[src/rtl/if_fetch_unit.sv]
// ---------------------------------------------------------------------------
// if_fetch_unit
//   Instruction-fetch stage feeding the IF/ID pipeline register. Owns the
//   fetch PC, issues word reads to instruction memory (up to DEPTH in
//   flight), buffers the returned words with their PCs and presents one
//   instruction per cycle. A taken branch redirects fetch and drops every
//   wrong-path word, including responses still in flight.
//
// Parameters
//   RESET_PC  fetch address after reset (word aligned)
//   DEPTH     instruction buffer entries and cap on in-flight reads (2..8)
//
// Ports
//   clk_i, rst_i          clock, asynchronous active-high reset
//   Stall_i               IF/ID holding, head is not consumed
//   Branch_i              taken branch resolved this cycle
//   BranchTarget_i        redirect address (bits [1:0] ignored)
//   imem_req_o/addr_o     read request and its address (the fetch PC)
//   imem_gnt_i            memory accepts the request this cycle
//   imem_rvalid_i/rdata_i in-order read response
//   PC_o, inst_o, valid_o head of the instruction buffer (inst_o = 0 when empty)
//
// Handshakes
//   A read is transferred on a rising edge where imem_req_o && imem_gnt_i.
//   imem_req_o may drop without a grant. Each transferred read produces
//   exactly one imem_rvalid_i pulse later, in request order. The head
//   instruction is consumed on an edge where valid_o && !Stall_i && !Branch_i.
// ---------------------------------------------------------------------------
module if_fetch_unit #(
    parameter logic [31:0] RESET_PC = 32'h0000_0000,
    parameter int          DEPTH    = 2
) (
    input  logic        clk_i,
    input  logic        rst_i,
    input  logic        Stall_i,
    input  logic        Branch_i,
    input  logic [31:0] BranchTarget_i,
    output logic        imem_req_o,
    output logic [31:0] imem_addr_o,
    input  logic        imem_gnt_i,
    input  logic        imem_rvalid_i,
    input  logic [31:0] imem_rdata_i,
    output logic [31:0] PC_o,
    output logic [31:0] inst_o,
    output logic        valid_o
);

    localparam int PW = (DEPTH > 1) ? $clog2(DEPTH) : 1;
    localparam int CW = $clog2(2 * DEPTH + 1);
    localparam logic [PW-1:0] LAST    = PW'(DEPTH - 1);
    localparam logic [CW-1:0] DEPTH_C = CW'(DEPTH);

    // fetch PC
    logic [31:0]   r_fpc;

    // instruction buffer {PC, inst}
    logic [31:0]   r_buf_pc   [DEPTH];
    logic [31:0]   r_buf_inst [DEPTH];
    logic [PW-1:0] r_buf_rd;
    logic [PW-1:0] r_buf_wr;
    logic [CW-1:0] r_occ;

    // PCs of granted, unreturned requests
    logic [31:0]   r_addr_q [DEPTH];
    logic [PW-1:0] r_aq_rd;
    logic [PW-1:0] r_aq_wr;

    logic [CW-1:0] r_outstanding;
    logic [CW-1:0] r_discard;

    logic          w_consume;
    logic [CW-1:0] w_load;
    logic          w_grant;
    logic          w_tracked;
    logic          w_drop;
    logic          w_accept;
    logic          w_unused;

    function automatic logic [PW-1:0] ptr_inc(input logic [PW-1:0] p);
        return (p == LAST) ? '0 : p + 1'b1;
    endfunction

    assign valid_o     = (r_occ != '0);
    assign PC_o        = valid_o ? r_buf_pc[r_buf_rd]   : 32'h0;
    assign inst_o      = valid_o ? r_buf_inst[r_buf_rd] : 32'h0;
    assign imem_addr_o = r_fpc;

    assign w_consume = valid_o && !Stall_i && !Branch_i;

    // Every word that can still arrive must have a buffer slot. The head
    // leaving this cycle already frees its slot for a response that can
    // come back at the earliest on the next edge, which keeps a 1-cycle
    // memory streaming at one instruction per cycle with DEPTH = 2.
    assign w_load     = r_occ + r_outstanding + r_discard - CW'(w_consume);
    assign imem_req_o = !rst_i && !Branch_i && (w_load < DEPTH_C);
    assign w_grant    = imem_req_o && imem_gnt_i;

    // A response with nothing tracked is ignored entirely.
    assign w_tracked = imem_rvalid_i && ((r_outstanding != '0) || (r_discard != '0));
    assign w_drop    = w_tracked && (r_discard != '0);
    assign w_accept  = w_tracked && (r_discard == '0) && !Branch_i;

    assign w_unused = ^BranchTarget_i[1:0];

    always_ff @(posedge clk_i or posedge rst_i) begin
        if (rst_i) begin
            r_fpc         <= RESET_PC;
            r_buf_rd      <= '0;
            r_buf_wr      <= '0;
            r_occ         <= '0;
            r_aq_rd       <= '0;
            r_aq_wr       <= '0;
            r_outstanding <= '0;
            r_discard     <= '0;
        end else if (Branch_i) begin
            r_fpc         <= {BranchTarget_i[31:2], 2'b00};
            r_buf_rd      <= '0;
            r_buf_wr      <= '0;
            r_occ         <= '0;
            r_aq_rd       <= '0;
            r_aq_wr       <= '0;
            r_outstanding <= '0;
            // Everything still in flight becomes stale. A response landing
            // in this very cycle is dropped now, so it leaves the count.
            r_discard     <= r_discard + r_outstanding - CW'(w_tracked);
        end else begin
            if (w_grant) begin
                r_fpc   <= r_fpc + 32'd4;
                r_aq_wr <= ptr_inc(r_aq_wr);
            end
            if (w_accept) begin
                r_aq_rd  <= ptr_inc(r_aq_rd);
                r_buf_wr <= ptr_inc(r_buf_wr);
            end
            if (w_consume) begin
                r_buf_rd <= ptr_inc(r_buf_rd);
            end
            r_occ         <= r_occ + CW'(w_accept) - CW'(w_consume);
            r_outstanding <= r_outstanding + CW'(w_grant) - CW'(w_accept);
            if (w_drop) begin
                r_discard <= r_discard - 1'b1;
            end
        end
    end

    // Storage arrays carry no reset; occupancy and pointers qualify them.
    always_ff @(posedge clk_i) begin
        if (w_grant) begin
            r_addr_q[r_aq_wr] <= r_fpc;
        end
        if (w_accept) begin
            r_buf_pc[r_buf_wr]   <= r_addr_q[r_aq_rd];
            r_buf_inst[r_buf_wr] <= imem_rdata_i;
        end
    end

    // Memory must only answer requests that were actually transferred.
    a_no_orphan_rvalid: assert property (
        @(posedge clk_i) disable iff (rst_i)
        imem_rvalid_i |-> ((r_outstanding != '0) || (r_discard != '0))
    );

endmodule

[config.mk]
export PLATFORM = sky130hd
export DESIGN_NAME = if_fetch_unit
export DESIGN_NICKNAME = d
export VERILOG_FILES = /design/src/rtl/if_fetch_unit.sv
export SDC_FILE = /design/constraint.sdc
export NUM_CORES = 1
export LEC_CHECK = 0
export ABC_AREA = 0
export BUFFER_PORTS_ARGS = -buffer_cell sky130_fd_sc_hd__buf_4
export CAP_MARGIN = 25
export CELL_PAD_IN_SITES_DETAIL_PLACEMENT = 0
export CELL_PAD_IN_SITES_GLOBAL_PLACEMENT = 1
export CORE_MARGIN = 8
export CORE_UTILIZATION = 30
export CTS_CLUSTER_SIZE = 10
export DETAILED_ROUTE_END_ITERATION = 7
export GPL_TIMING_DRIVEN = 0
export MAX_ROUTING_LAYER = met4
export PLACE_DENSITY_LB_ADDON = 0.1
export SYNTH_ARGS = -nofsm -noshare
export SYNTH_HDL_FRONTEND = slang
export SYNTH_SLANG_ARGS = --single-unit
[constraint.sdc]
create_clock -name clk_i -period 6.6 [get_ports clk_i]
set_input_delay 0 -clock clk_i [delete_from_list [all_inputs] [get_ports clk_i]]
set_output_delay 0 -clock clk_i [all_outputs]
set_load 0.01 [all_outputs]
Word level (Yosys, flattened, before mapping)
Memories as Yosys holds them, arrays and structs flattened.
Cells that the tools add are included.

storage, ports and cells
  flip-flop bits (word level) = 45
  RAM bits = 192
  bits of input ports = 70
  output and inout bits = 98
  logic and storage cells = 72
  memories = 3

cells by class
  add/subtract/negate cells = 15
  magnitude comparators = 1
  multiplexer cells = 24
  reductions and logical operators = 21

memories
  memory      words  bits a word  read ports  clocked after Yosys merged registers in  wr ports  line  RTL
  r_addr_q    2      32           1           0                                        1         64    logic [31:0] r_addr_q [DEPTH];
  r_buf_inst  2      32           1           0                                        1         58    logic [31:0] r_buf_inst [DEPTH];
  r_buf_pc    2      32           1           0                                        1         57    logic [31:0] r_buf_pc [DEPTH];

operators by type and width
  kind                   count
  $mux 32                4
  $add 32x3->32 const B  1
  $mux 1                 16
  $mux 3                 4
  $sub 3x1->3            4
  $add 3x3->3            3
  $logic_and 1x1->1      9
  $reduce_bool 3->1      3
  $reduce_bool 2->1      4
  $add 3x1->3            2
  $add 1x1->1 const B    4
  $logic_not 1->1        3
  $logic_not 3->1        1
  $lt 3x2->1 const B     1
  $sub 3x1->3 const B    1
  $logic_or 1x1->1       1

Longest topological paths before layout
Gate-level depths: netlist (run 1).

  depth in word-level cells = 10
  depth in mapped cells = 18
  depth with buffers taken out = 17

Worst setup path after synthesis (run 1)
Ideal clock, no wire load.

  path kind = reg-to-reg
  start = register r_discard[1]
  end = memory r_buf_inst[0][0], enable pin
  library setup time = 559 ps
  arrival time = 5239 ps
  required time = 6041 ps
  slack = 803 ps
  cell stages (with the launch flop) = 6
  period minus slack after synthesis = 5797 ps
  cell sequence = dfrtp_1 -> inv_1 -> ha_1 -> ha_1 -> nand3b_1 -> nor3_1

on the way
  word-level cells in the longest chain between the ends = 7

RTL lines
  item                                line  RTL
  from (decl)                         69    logic [CW-1:0] r_discard;
  from (signal assigned)              125   r_discard <= r_discard + r_outstanding - CW'(w_tracked);
  from (signal assigned)              141   r_discard <= r_discard - 1'b1;
  $reduce_bool 3->1                   99    assign w_tracked = imem_rvalid_i && ((r_outstanding != '0) || (r_discard != '0));
  $logic_or 1x1->1                    99
  $logic_and 1x1->1                   99
  $logic_and 1x1->1 (*) (2 in a row)  101   assign w_accept = w_tracked && (r_discard == '0) && !Branch_i;
  $mux 1 (*)                          151   if (w_accept) begin
  $mux 1 (not written as such) (*)    153   r_buf_inst[r_buf_wr] <= imem_rdata_i;
  to (decl)                           58

Mark *: on every way between the ends. The rest lies on a longest branch, timed or not.

Worst setup path in the final report (run 1)
  start = register r_occ[0]
  end = register r_outstanding[2]

on the way
  word-level cells in the longest chain between the ends = 10

RTL lines
  item                                                 line  RTL
  from (decl)                                          61    logic [CW-1:0] r_occ;
  from (signal assigned)                               138   r_occ <= r_occ + CW'(w_accept) - CW'(w_consume);
  branches (longest 3 deep; another with $add 3x3->3)  --
  $sub 3x1->3 (*)                                      94    assign w_load = r_occ + r_outstanding + r_discard - CW'(w_consume);
  $lt 3x2->1 (*)                                       95    assign imem_req_o = !rst_i && !Branch_i && (w_load < DEPTH_C);
  $logic_and 1x1->1 (*)                                95
  $logic_and 1x1->1 (*)                                96    assign w_grant = imem_req_o && imem_gnt_i;
  $add 3x1->3 (*)                                      139   r_outstanding <= r_outstanding + CW'(w_grant) - CW'(w_accept);
  $sub 3x1->3 (*)                                      139
  $mux 3 (*)                                           115   end else if (Branch_i) begin
  to (signal assigned)                                 139
  to (decl)                                            68    logic [CW-1:0] r_outstanding;

Mark *: on every way between the ends.
A chain may end at the register's enable or synchronous reset.

==> summary.md, run 1 <==
| Metric | Value |
|---|---|
| Outcome | `finished, final reports clean` |
| Non-Filler Instances | `1,364` |
| Final Core Density | `41.06%` |
| Vias per cell | `4.627` |
| Clk buf depth | `3` |
| Cells after DPL | `1,250` |
| Crit share post-route | `75.39%` |
| Leading post-synthesis cells by cell area | `edfxtp_1 57%, dfrtp_1 11%, mux2i_1 6.6%` |
| CTS tree | `built` |
| Layout cell share with drive strength beyond 1 | `26.61%` |
| Detailed Route WL | `26,130 um` |
| Tot GR Track Use | `13.90%` |
| Slack of the worst reg-to-reg path | `1.62 ns` |
| Pwr Total | `0.004516 W` |
| Setup crit end kind | `flip-flop` |
| CP required | `6.98 ns` |
| Sink Count | `227` |
| Initial core utilization | `30.58%` |
| H-tree Lvls | `1` |
| Synth cell types | `53` |
| Reg2Reg Capture Point | `r_outstanding[2]` |
| Ant. Diodes | `0` |
| Power Density | `347.7 nW/um^2` |
| Most frequently used flop master after synthesis | `edfxtp_1` |
| Yosys warns | `0` |
| First-pass GRT wire length | `40,400 um` |
| Initial antenna violation count | `1` |
| Share of the synthesized area in the top cell type | `57.11%` |
| Max Freq | `201.0 MHz` |
| # rows | `65` |
| Port Buffer Count | `161` |
| Worst R2R Path Depth | `18` |
| Most frequent cells in the layout | `184 x edfxtp_1, 165 x buf_4, 83 x nor2_1, 65 x dlygate4sd3_1, 64 x mux2i_1` |
| Largest net degree at the start of global routing | `49` |
| Metal3 WL | `1548 um` |
| Met1 WL | `11,450 um` |
| Syn avg cell area | `14.33 um^2` |
| Hold Fails Final Rpt | `0` |
| Top Ports | `168` |
| Post-DP HPWL | `18,850 um` |
| CP Data Arrival Time | `5.36 ns` |
| Drt first-iter violations | `262` |
| Vias in the first global route | `6,742` |
| Core area | `31,640 um^2` |
| Post-CTS setup buffers | `0` |
| # setup viols final | `0` |
| Crit path from | `r_occ[0]` |
| Kind of critical path | `reg2reg` |
| Max_slew headroom | `33.56%` |
| Syn Inst Count | `675` |
| Vias | `6,311` |
| CTS clk-pin slew, worst paths | `0.06 ns` |
| Min cycle time layout | `4.976 ns` |
| Min-delay worst type | `in2async` |
| RD Place Congestion | `0.7740` |
| Antenna viol nets, final | `0` |
| Synth area leader | `edfxtp_1` |
| Die Wd | `195.6 um` |
| FFs w/ async S/R, synth | `18.94%` |
| Final instance area | `12,990 um^2` |
| Routed wire per std cell | `19.16 um` |
| Skew final | `0.01043 ns` |
| Slew @ Worst Pin | `0.9883 ns` |
| Reg-to-Reg Start | `r_occ[0]` |
| Top sig layer | `met4` |
| Chip height | `195.6 um` |
| Clk root buf | `clkbuf_16` |
| Routed met2 length | `12,660 um` |
| Placed instance area | `11,560 um^2` |
| GRT overflow | `0` |
| Max VDD drop | `0.1730 mV` |
| Leak pwr | `4.849 nW` |
| RSZ-0062 raised after global routing | `no` |
| Area growth syn-to-layout | `34.26%` |
| Sum Neg Setup Slack | `0 ns` |
| Post-synthesis sequential area ratio | `68.23%` |
| Mapped cell area | `9676 um^2` |
| Post-synth EDFFs | `184` |
| Die Area | `38,250 um^2` |
| Number of synthesized register bits | `227` |
| Commonest non-fill, non-tap cell in the layout | `edfxtp_1` |
| Fill cells | `2,969` |
| Nets@finish | `1,028` |
| Clk_lat worst skew | `0.52 ns` |
| Crit path capture | `r_outstanding[2]` |
| Cts bufs inserted | `27` |
| Slew Limit Fails | `0` |
| First-pass iteration count of the detailed router | `5` |
| DRC Markers | `0` |
| Worst setup SP type | `flip-flop` |
| CP max FO | `10` |
| Max Cap Violations | `0` |
how the worst min path moves through the flow:
stage | startpoint | endpoint | slack (ns) | cells after the start
finish | rst_i | r_discard[0] | 0.03 | 3
global route | rst_i | r_discard[0] | 0.05 | 3
CTS | rst_i | r_discard[0] | 0.02 | 3
detailed placement | rst_i | r_discard[0] | 0.04 | 2
global placement | imem_rdata_i[26] | r_buf_inst[0][26] | 0.19 | 1
floorplan | imem_rdata_i[0] | r_buf_inst[0][0] | 0.1 | 0
per-stage QoR:
stage / hold WS (ns) / setup WS [ns]
finish: 0.03186 / 1.624
global route: 0.04633 / 1.228
CTS: 0.02312 / 1.488
detailed placement: 0.04045 / 1.510
global placement: 0.1862 / -2.616
floorplan: 0.09887 / 0.8027
timing repair:
action,CTS,global route
gates resized for setup,0,0
hold buffers,65,0
endpoints found under the hold margin,141,0
synthesized netlist by cell type, types with 9 or more instances:
cell type  count
nand4_1       10
nor4_1         9
nand3_1       15
inv_1         23
buf_1         12
nand2_1       28
edfxtp_1     184
mux2i_1       64
ha_1          12
o21ai_0       20
dfrtp_1       43
nor3_1        11
clkbuf_1      11
mux2_2        30
nor2_1        84
xnor2_1       15
a221o_1       11
a21boi_0       9
report_power, final:
| part | internal (W) | switching [W] | total, W |
|---|---|---|---|
| Combinational | 0.000648 | 0.000776 | 0.00142 |
| Sequential | 0.00167 | 0.000103 | 0.00178 |
| Clock | 0.000780 | 0.000535 | 0.00132 |
area by class of cell:
cell class	count	area (um^2)	share of cell area [%]
Sequential cell	227	6601	50.82
Multi-Input combinational cell	393	2860	22.02
Timing Repair Buffer	235	2006	15.44
Clock buffer	47	770.7	5.933
Tap cell	402	503.0	3.872
Buffer	34	151.4	1.165
Inverter	24	90.09	0.6935
Clock inverter	2	7.507	0.05779
sequential cells by signal, indices dropped and copies added (netlist names):
register	flops
imem_addr_o	30
r_addr_q	60
r_aq_rd	1
r_aq_wr	1
r_buf_inst	64
r_buf_pc	60
r_buf_rd	1
r_buf_wr	1
r_discard	3
r_occ	3
r_outstanding	3
logic make-up after synthesis:
logic type,after synthesis,synth area share [%]
DFF,227,68.23
and+or+nand+nor,191,9.388
muxes,94,10.11
AOI/OAI and AO/OA,66,5.057
buffers and inverters,58,2.496
xor gates and xnor gates,22,2.302
adders and majority gates,16,2.379
other,1,0.03876
metal layers:
layer	vias to the layer above	GRT usage [%]
met3	30	2.803
li1	3036	-
met5	-	-
met4	0	3.537
met2	175	22.77
met1	3070	17.45
critical path, cell delays in order (launching register included):
cell and delay (ns):
dfrtp_1 0.40, nor3_1 0.33, clkbuf_1 0.74, nor4_1 0.15, fa_1 0.54, inv_1 0.05, ha_1 0.20, xnor2_1 0.32
xor3_2 0.52, nor2_2 0.18, inv_2 0.06, buf_2 0.22, ha_1 0.30, inv_1 0.05, ha_1 0.13, inv_1 0.05
fa_1 0.37, xnor2_1 0.17, nor2_1 0.05
(Power assumes the default switching activity.)
==> run 2, diff against run 1 <==
==> constraint.sdc (replaced) <==
create_clock -name clk_i -period 4.2 [get_ports clk_i]
set_input_delay 0 -clock clk_i [delete_from_list [all_inputs] [get_ports clk_i]]
set_output_delay 0 -clock clk_i [all_outputs]
set_load 0.01 [all_outputs]
==> summary.md, run 2 (same netlist as run 1, synthesis figures left out) <==
| Metric | Value |
|---|---|
| Kind of critical path | `reg2reg (unchanged)` |
| Layout cell share with drive strength beyond 1 | `27.28% (was 26.61%)` |
| Initial core utilization | `30.58% (unchanged)` |
| Die Area | `38,250 um^2 (unchanged)` |
| Min cycle time layout | `3.947 ns (was 4.976 ns)` |
| Worst R2R Path Depth | `18 (unchanged)` |
| Slack of the worst reg-to-reg path | `0.25 ns (was 1.62 ns)` |
| DRC Markers | `0 (unchanged)` |
| Setup crit end kind | `flip-flop (unchanged)` |
| CP Data Arrival Time | `4.32 ns (was 5.36 ns)` |
| Hold_ws | `0.07663 ns (was 0.03186 ns)` |
| First-pass GRT wire length | `40,650 um (was 40,400 um)` |
| Setup ws final | `0.2526 ns (was 1.624 ns)` |
| Nets@finish | `1,030 (was 1,028)` |
| Sum Neg Setup Slack | `0 ns (unchanged)` |
| Reg-to-Reg Start | `r_occ[0] (unchanged)` |
| Comb power frac | `32.8% (was 31.5%)` |
| First-pass iteration count of the detailed router | `5 (unchanged)` |
| CTS tree | `built (unchanged)` |
| Die Wd | `195.6 um (unchanged)` |
| Met1 WL | `11,440 um (was 11,450 um)` |
| Detailed Route WL | `26,350 um (was 26,130 um)` |
| # setup viols final | `0 (unchanged)` |
| Hold Fails Final Rpt | `0 (unchanged)` |
| Outcome | `finished, final reports clean (unchanged)` |
| CP required | `4.57 ns (was 6.98 ns)` |
| Vias | `6,385 (was 6,311)` |
| Worst setup SP type | `flip-flop (unchanged)` |
| Max VDD drop | `0.2793 mV (was 0.1730 mV)` |
| Routed met2 length | `12,830 um (was 12,660 um)` |
| Commonest non-fill, non-tap cell in the layout | `edfxtp_1 (unchanged)` |
| Leak pwr | `4.881 nW (was 4.849 nW)` |
| Biggest register | `r_buf_inst (unchanged)` |
| Top sig layer | `met4 (unchanged)` |
| Top Ports | `168 (unchanged)` |
| P_int | `0.004935 W (was 0.003102 W)` |
| Power Density | `551.0 nW/um^2 (was 347.7 nW/um^2)` |
| Min-delay worst type | `in2async (unchanged)` |
| Clk buf depth | `3 (unchanged)` |
| Post-DP HPWL | `18,680 um (was 18,850 um)` |
| Sequential share of power | `38.8% (was 39.3%)` |
| Fill cells | `2,980 (was 2,969)` |
| Ant. Diodes | `0 (unchanged)` |
| Cts bufs inserted | `27 (unchanged)` |
| Max Freq | `253.3 MHz (was 201.0 MHz)` |
| Sink Count | `227 (unchanged)` |
| Slew @ Worst Pin | `1.005 ns (was 0.9883 ns)` |
| Drt first-iter violations | `369 (was 262)` |
| RD Place Congestion | `0.7676 (was 0.7740)` |
| Pwr Total | `0.007196 W (was 0.004516 W)` |
| Crit share post-route | `93.99% (was 75.39%)` |
| Switching part of the total | `31.42% (was 31.32%)` |
| Tot GR Track Use | `14.03% (was 13.90%)` |
| Metal3 WL | `1403 um (was 1548 um)` |
| Largest net degree at the start of global routing | `52 (was 49)` |
| CTS clk-pin slew, worst paths | `0.06 ns (about the same)` |
| Vias in the first global route | `6,761 (was 6,742)` |
| Most frequent cells in the layout | `184 x edfxtp_1, 170 x buf_4, 83 x nor2_1, 65 x dlygate4sd3_1, 64 x mux2i_1 (was 184 x edfxtp_1, 165 x buf_4, 83 x nor2_1, 65 x dlygate4sd3_1, 64 x mux2i_1)` |
| Area growth syn-to-layout | `34.97% (was 34.26%)` |
| Max reg flops | `64 (unchanged)` |
| GRT overflow | `0 (unchanged)` |
| Port Buffer Count | `161 (unchanged)` |
| Largest regs | `r_buf_inst x64, r_addr_q x60, r_buf_pc x60 (unchanged)` |
| Routed wire per std cell | `19.29 um (was 19.16 um)` |
| Vias per cell | `4.674 (was 4.627)` |
| Max Cap Violations | `0 (unchanged)` |
| Antenna viol nets, final | `0 (unchanged)` |
| Sw power | `0.002261 W (was 0.001414 W)` |
| CP max FO | `10 (unchanged)` |
| H-tree Lvls | `1 (unchanged)` |
| Clk root buf | `clkbuf_16 (unchanged)` |
| Chip height | `195.6 um (unchanged)` |
| # rows | `65 (unchanged)` |
| Initial antenna violation count | `1 (unchanged)` |
| Slew Limit Fails | `0 (unchanged)` |
| Reg2Reg Capture Point | `r_outstanding[2] (unchanged)` |
| Clock Power Share | `28.4% (was 29.1%)` |
| Clk_lat worst skew | `0.52 ns (about the same)` |
| Core area | `31,640 um^2 (unchanged)` |
| Skew final | `0.01007 ns (was 0.01043 ns)` |
| Dpl ws | `-0.8977 ns (was 1.510 ns)` |
| Max_slew headroom | `32.46% (was 33.56%)` |
==> run 2: cell types whose count changed in the layout (fill, tap and decap cells not counted), sizes merged <==
| cell | delta |
|---|---|
| clkinv | +2 |
| buf | +2 |
| clkbuf | -2 |
==> run 2: worst max-delay path, stage by stage (launching register included) <==
cell and delay [ns]:
dfrtp_1 0.43, nor3_4 0.25, clkbuf_8 0.16, nor4_1 0.05, fa_1 0.52, inv_1 0.04, ha_1 0.21, xnor2_2 0.19
xor3_2 0.36, nor2_2 0.17, inv_2 0.06, buf_2 0.22, ha_1 0.30, inv_1 0.05, ha_1 0.13, inv_1 0.05
fa_1 0.37, xnor2_1 0.18, nor2_1 0.06
==> run 2: metal layers <==
| metal | vias up | global-route usage [%] |
|---|---|---|
| met2 | 191 | 23.34 |
| li1 | 3043 | - |
| met5 | - | - |
| met4 | 0 | 4.239 |
| met1 | 3101 | 17.15 |
| met3 | 50 | 2.699 |
==> run 2: worst max path at each step <==
stage	start	cells past startpoint	endpoint
6_report	r_occ[0]	18	r_outstanding[2]
5_1_grt	r_occ[0]	18	r_outstanding[2]
4_1_cts	r_occ[0]	18	r_outstanding[2]
3_5_place_dp	r_occ[0]	18	r_outstanding[2]
3_3_place_gp	Branch_i	5	r_buf_pc[0][4]
2_1_floorplan	r_occ[0]	12	r_addr_q[0][10]
==> run 2: per-stage QoR <==
stage	util [%]	cell area, um^2	instances
final	41.28	13060	1366
after global routing	41.28	13060	1366
after CTS	41.12	13010	1362
after detailed placement	36.54	11560	1247
after global placement	36.05	11410	1241
after floorplan	-	9694	678
==> run 2: area by class of cell <==
type,instances,area (um^2),share of cell area [%]
Sequential cell,227,6603,50.56
Multi-Input combinational cell,393,2899,22.20
Timing Repair Buffer,237,2034,15.58
Clock buffer,45,753.2,5.768
Tap cell,402,503.0,3.852
Buffer,34,161.4,1.236
Inverter,24,90.09,0.6899
Clock inverter,4,15.01,0.1150
==> run 2: repair_timing <==
action | 4_1_cts | 5_1_grt
resized for setup | 6 | 4
hold buffers | 65 | 0
setup buffers | 1 | 4
pin swaps | 1 | 2
setup endpoints to repair | 89 | 2
endpoints found under the hold margin | 141 | 0
==> run 2: power by group through the flow <==
stage	clock (W)	combinational [W]	sequential, W
after floorplan	0	0.00122	0.00280
after global placement	0	0.00220	0.00283
after detailed placement	0	0.00224	0.00283
after CTS	0.00212	0.00236	0.00279
after global routing	0.00221	0.00259	0.00282
final	0.00204	0.00236	0.00279
==> run 3, diff against run 2 <==
--- a/config.mk
+++ b/config.mk
@@ -5,13 +5,14 @@
 export SDC_FILE = /design/constraint.sdc
 export NUM_CORES = 1
 export LEC_CHECK = 0
-export ABC_AREA = 0
+export ABC_AREA = 1
 export BUFFER_PORTS_ARGS = -buffer_cell sky130_fd_sc_hd__buf_4
 export CAP_MARGIN = 25
 export CELL_PAD_IN_SITES_DETAIL_PLACEMENT = 0
 export CELL_PAD_IN_SITES_GLOBAL_PLACEMENT = 1
 export CORE_MARGIN = 8
 export CORE_UTILIZATION = 30
+export CTS_BUF_LIST = sky130_fd_sc_hd__clkbuf_4 sky130_fd_sc_hd__clkbuf_8
 export CTS_CLUSTER_SIZE = 10
 export DETAILED_ROUTE_END_ITERATION = 7
 export GPL_TIMING_DRIVEN = 0
==> summary.md, run 3 <==
| Metric | Value |
|---|---|
| Slew @ Worst Pin | `0.9328 ns (was 1.005 ns)` |
| Vias per cell | `4.248 (was 4.674)` |
| Slack of the worst reg-to-reg path | `0.35 ns (was 0.25 ns)` |
| RSZ-0062 raised after global routing | `no` |
| Syn avg cell area | `9.582 um^2 (was 14.33 um^2)` |
| Area growth syn-to-layout | `32.47% (was 34.97%)` |
| Placed instance area | `12,500 um^2 (was 11,560 um^2)` |
| Reg-to-Reg Start | `r_occ[1] (was r_occ[0])` |
| Post-synthesis sequential area ratio | `62.40% (was 68.23%)` |
| Final instance area | `14,010 um^2 (was 13,060 um^2)` |
| CP Data Arrival Time | `4.26 ns (was 4.32 ns)` |
| Die Area | `41,530 um^2 (was 38,250 um^2)` |
| Most frequent cell after synthesis | `nand2_1 (was edfxtp_1)` |
| Min cycle time layout | `3.848 ns (was 3.947 ns)` |
| Synth area leader | `edfxtp_1 (unchanged)` |
| Number of synthesized register bits | `227 (unchanged)` |
| Top Ports | `168 (unchanged)` |
| Share of the synthesized area in the top cell type | `52.23% (was 57.11%)` |
| Hold Crit Depth | `5` |
| Post-DP HPWL | `21,330 um (was 18,680 um)` |
| Outcome | `finished, final reports clean (unchanged)` |
| Initial antenna violation count | `0 (was 1)` |
| Syn Inst Count | `1,104 (was 675)` |
| Layout cell share with drive strength beyond 1 | `20.42% (was 27.28%)` |
| Mapped cell area | `10,580 um^2 (was 9676 um^2)` |
| Sink Count | `227 (unchanged)` |
| RD Place Congestion | `0.8407 (was 0.7676)` |
| Die Wd | `203.8 um (was 195.6 um)` |
| DRC Markers | `0 (unchanged)` |
| Non-Filler Instances | `1,870 (was 1,366)` |
| Worst setup SP type | `flip-flop (unchanged)` |
| CP required | `4.61 ns (was 4.57 ns)` |
| Post-CTS setup buffers | `0 (was 1)` |
| CTS clk-pin slew, worst paths | `0.07 ns (was 0.06 ns)` |
| Slew Limit Fails | `0 (unchanged)` |
| Routed wire per std cell | `15.90 um (was 19.29 um)` |
| GRT overflow | `0 (unchanged)` |
| H-tree Lvls | `2 (was 1)` |
| Cells after DPL | `1,728 (was 1,247)` |
| # setup viols final | `0 (unchanged)` |
| Clk buf depth | `3 (unchanged)` |
| Max_slew headroom | `37.67% (was 32.46%)` |
| Largest net degree at the start of global routing | `32 (was 52)` |
| Max Cap Violations | `0 (unchanged)` |
| Leak pwr | `6.458 nW (was 4.881 nW)` |
| Vias in the first global route | `8,148 (was 6,761)` |
| Max Freq | `259.9 MHz (was 253.3 MHz)` |
| Tot GR Track Use | `14.69% (was 14.03%)` |
| Ant. Diodes | `0 (unchanged)` |
| Vias | `7,944 (was 6,385)` |
| Hold Fails Final Rpt | `0 (unchanged)` |
| Synth cell types | `33 (was 53)` |
| Port Buffer Count | `161 (unchanged)` |
| First-pass GRT wire length | `46,280 um (was 40,650 um)` |
| Crit share post-route | `91.61% (was 93.99%)` |
| Leading post-synthesis cells by cell area | `edfxtp_1 52%, nand2_1 18%, dfrtp_1 10% (was edfxtp_1 57%, dfrtp_1 11%, mux2i_1 6.6%)` |
| Hold_ws | `0.06596 ns (was 0.07663 ns)` |
| Chip height | `203.8 um (was 195.6 um)` |
| Yosys warns | `0 (unchanged)` |
| Post-synth EDFFs | `184 (unchanged)` |
| Nets@finish | `1,473 (was 1,030)` |
| First-pass iteration count of the detailed router | `4 (was 5)` |
| Power Density | `534.4 nW/um^2 (was 551.0 nW/um^2)` |
| Most instantiated cells after synthesis | `502 x nand2_1, 184 x edfxtp_1, 111 x inv_1 (was 184 x edfxtp_1, 84 x nor2_1, 64 x mux2i_1)` |
| CTS tree | `built (unchanged)` |
| Cts bufs inserted | `42 (was 27)` |
| Antenna viol nets, final | `0 (unchanged)` |
| Initial core utilization | `30.55% (was 30.58%)` |
| Worst R2R Path Depth | `23 (was 18)` |
| Skew final | `0.01605 ns (was 0.01007 ns)` |
| Clk_lat worst skew | `0.53 ns (was 0.52 ns)` |
| Min-delay worst type | `in2reg (was in2async)` |
| Largest regs | `r_buf_inst x64, r_addr_q x60, r_buf_pc x60 (unchanged)` |
| Setup crit end kind | `flip-flop (unchanged)` |
| Kind of critical path | `reg2reg (unchanged)` |
| Detailed Route WL | `29,740 um (was 26,350 um)` |
| Worst Hold Launch | `imem_gnt_i` |
| Max reg flops | `64 (unchanged)` |
| Most frequently used flop master after synthesis | `edfxtp_1 (unchanged)` |
| Min-Delay Endpoint | `imem_addr_o[22]` |
| Most frequent cells in the layout | `502 x nand2_1, 184 x edfxtp_1, 167 x buf_4, 110 x inv_1, 70 x dlygate4sd3_1 (was 184 x edfxtp_1, 170 x buf_4, 83 x nor2_1, 65 x dlygate4sd3_1, 64 x mux2i_1)` |
| Commonest non-fill, non-tap cell in the layout | `nand2_1 (was edfxtp_1)` |
| Core area | `34,630 um^2 (was 31,640 um^2)` |
| # rows | `68 (was 65)` |
| Drt first-iter violations | `270 (was 369)` |
| Clk root buf | `clkbuf_8 (was clkbuf_16)` |
| Max VDD drop | `0.1838 mV (was 0.2793 mV)` |
| CP max FO | `10 (unchanged)` |
| Biggest register | `r_buf_inst (unchanged)` |
| Reg2Reg Capture Point | `r_outstanding[2] (unchanged)` |
| FFs w/ async S/R, synth | `18.94% (unchanged)` |
## run 3: logic make-up (layout without fill, tap and decap cells)
group	count (synthesis)	in the layout	share of synthesized area, %
AO/OA/AOI/OAI	30	30	1.526
XOR/XNOR	15	15	1.242
adder cells (fa/ha/maj)	16	16	2.176
buffers and inverters	161	469	6.197
flip-flops	227	227	62.40
multiplexers	30	30	3.193
other	1	4	0.03545
AND/OR/NAND/NOR	624	624	23.23
## run 3: how the worst max path moves through the flow
stage / start / end / slack (ns) / cells after the start
after floorplan: r_discard[0] / r_buf_inst[0][0] / -0.1 / 6
after global placement: r_discard[0] / r_buf_inst[1][9] / -2.21 / 6
after detailed placement: Branch_i / r_outstanding[2] / -0.04 / 17
after CTS: r_occ[1] / r_outstanding[2] / 0.04 / 20
after global routing: r_occ[1] / r_outstanding[2] / 0.04 / 23
final: r_occ[1] / r_outstanding[2] / 0.35 / 23
## run 3: worst max-delay path, stage by stage, from the launching register on
cell and delay (ns):
dfrtp_1 0.40, nor2_1 0.11, inv_1 0.07, nor2_2 0.19, nor2_1 0.09, inv_1 0.13, nor2_1 0.08, xor2_1 0.17
ha_1 0.27, a21o_1 0.19, ha_1 0.19, nand3b_1 0.19, nand2_1 0.09, nand2_1 0.06, nand2_2 0.08, nand3_4 0.14
buf_6 0.21, ha_1 0.27, inv_1 0.05, ha_1 0.13, inv_1 0.05, fa_1 0.38, o21ai_1 0.14, a21oi_1 0.06
## run 3: timing repair
action	4_1_cts	5_1_grt
resized for setup	0	6
endpoints found under the setup margin	0	32
hold buffers	70	0
endpoints found under the hold margin	143	0
## run 3: per-stage QoR
step | TNS [ns] | worst slack (ns) | util (%) | total power [W]
floorplan | -11.86 | -0.09568 | - | 0.004322
global placement | -342.54 | -2.213 | 35.72 | 0.005494
detailed placement | -0.04031 | -0.04031 | 36.09 | 0.005516
global route | 0 | 0.04211 | 40.47 | 0.008039
CTS | 0 | 0.04479 | 40.43 | 0.007649
finish | 0 | 0.3522 | 40.47 | 0.007489
## run 3: per-layer routing
| metal | part of all wire [%] | GRT usage, % | vias to the layer above | wire length (um) |
|---|---|---|---|---|
| met5 | 0 | - | - | 0 |
| li1 | - | - | 4094 | - |
| met4 | 1.9 | 3.756 | 0 | 565 |
| met2 | 47 | 23.74 | 178 | 13890 |
| met1 | 47 | 19.01 | 3632 | 13870 |
| met3 | 4.8 | 2.444 | 40 | 1414 |
## run 3: power by group
group / internal [W] / switching, W
registers: 0.00270 / 0.000260
logic: 0.00102 / 0.00149
clock network: 0.00114 / 0.000884
## run 3: final cells by class
| class | count | area, um^2 |
|---|---|---|
| fill | 3461 | 20610 |
| sequential | 227 | 6601 |
| multi-input combinational | 719 | 3371 |
| timing repair buffer | 236 | 2009 |
| clock buffer | 62 | 747.0 |
| tap | 455 | 569.3 |
| inverter | 116 | 435.4 |
| buffer | 45 | 226.5 |
| clock inverter | 10 | 53.80 |
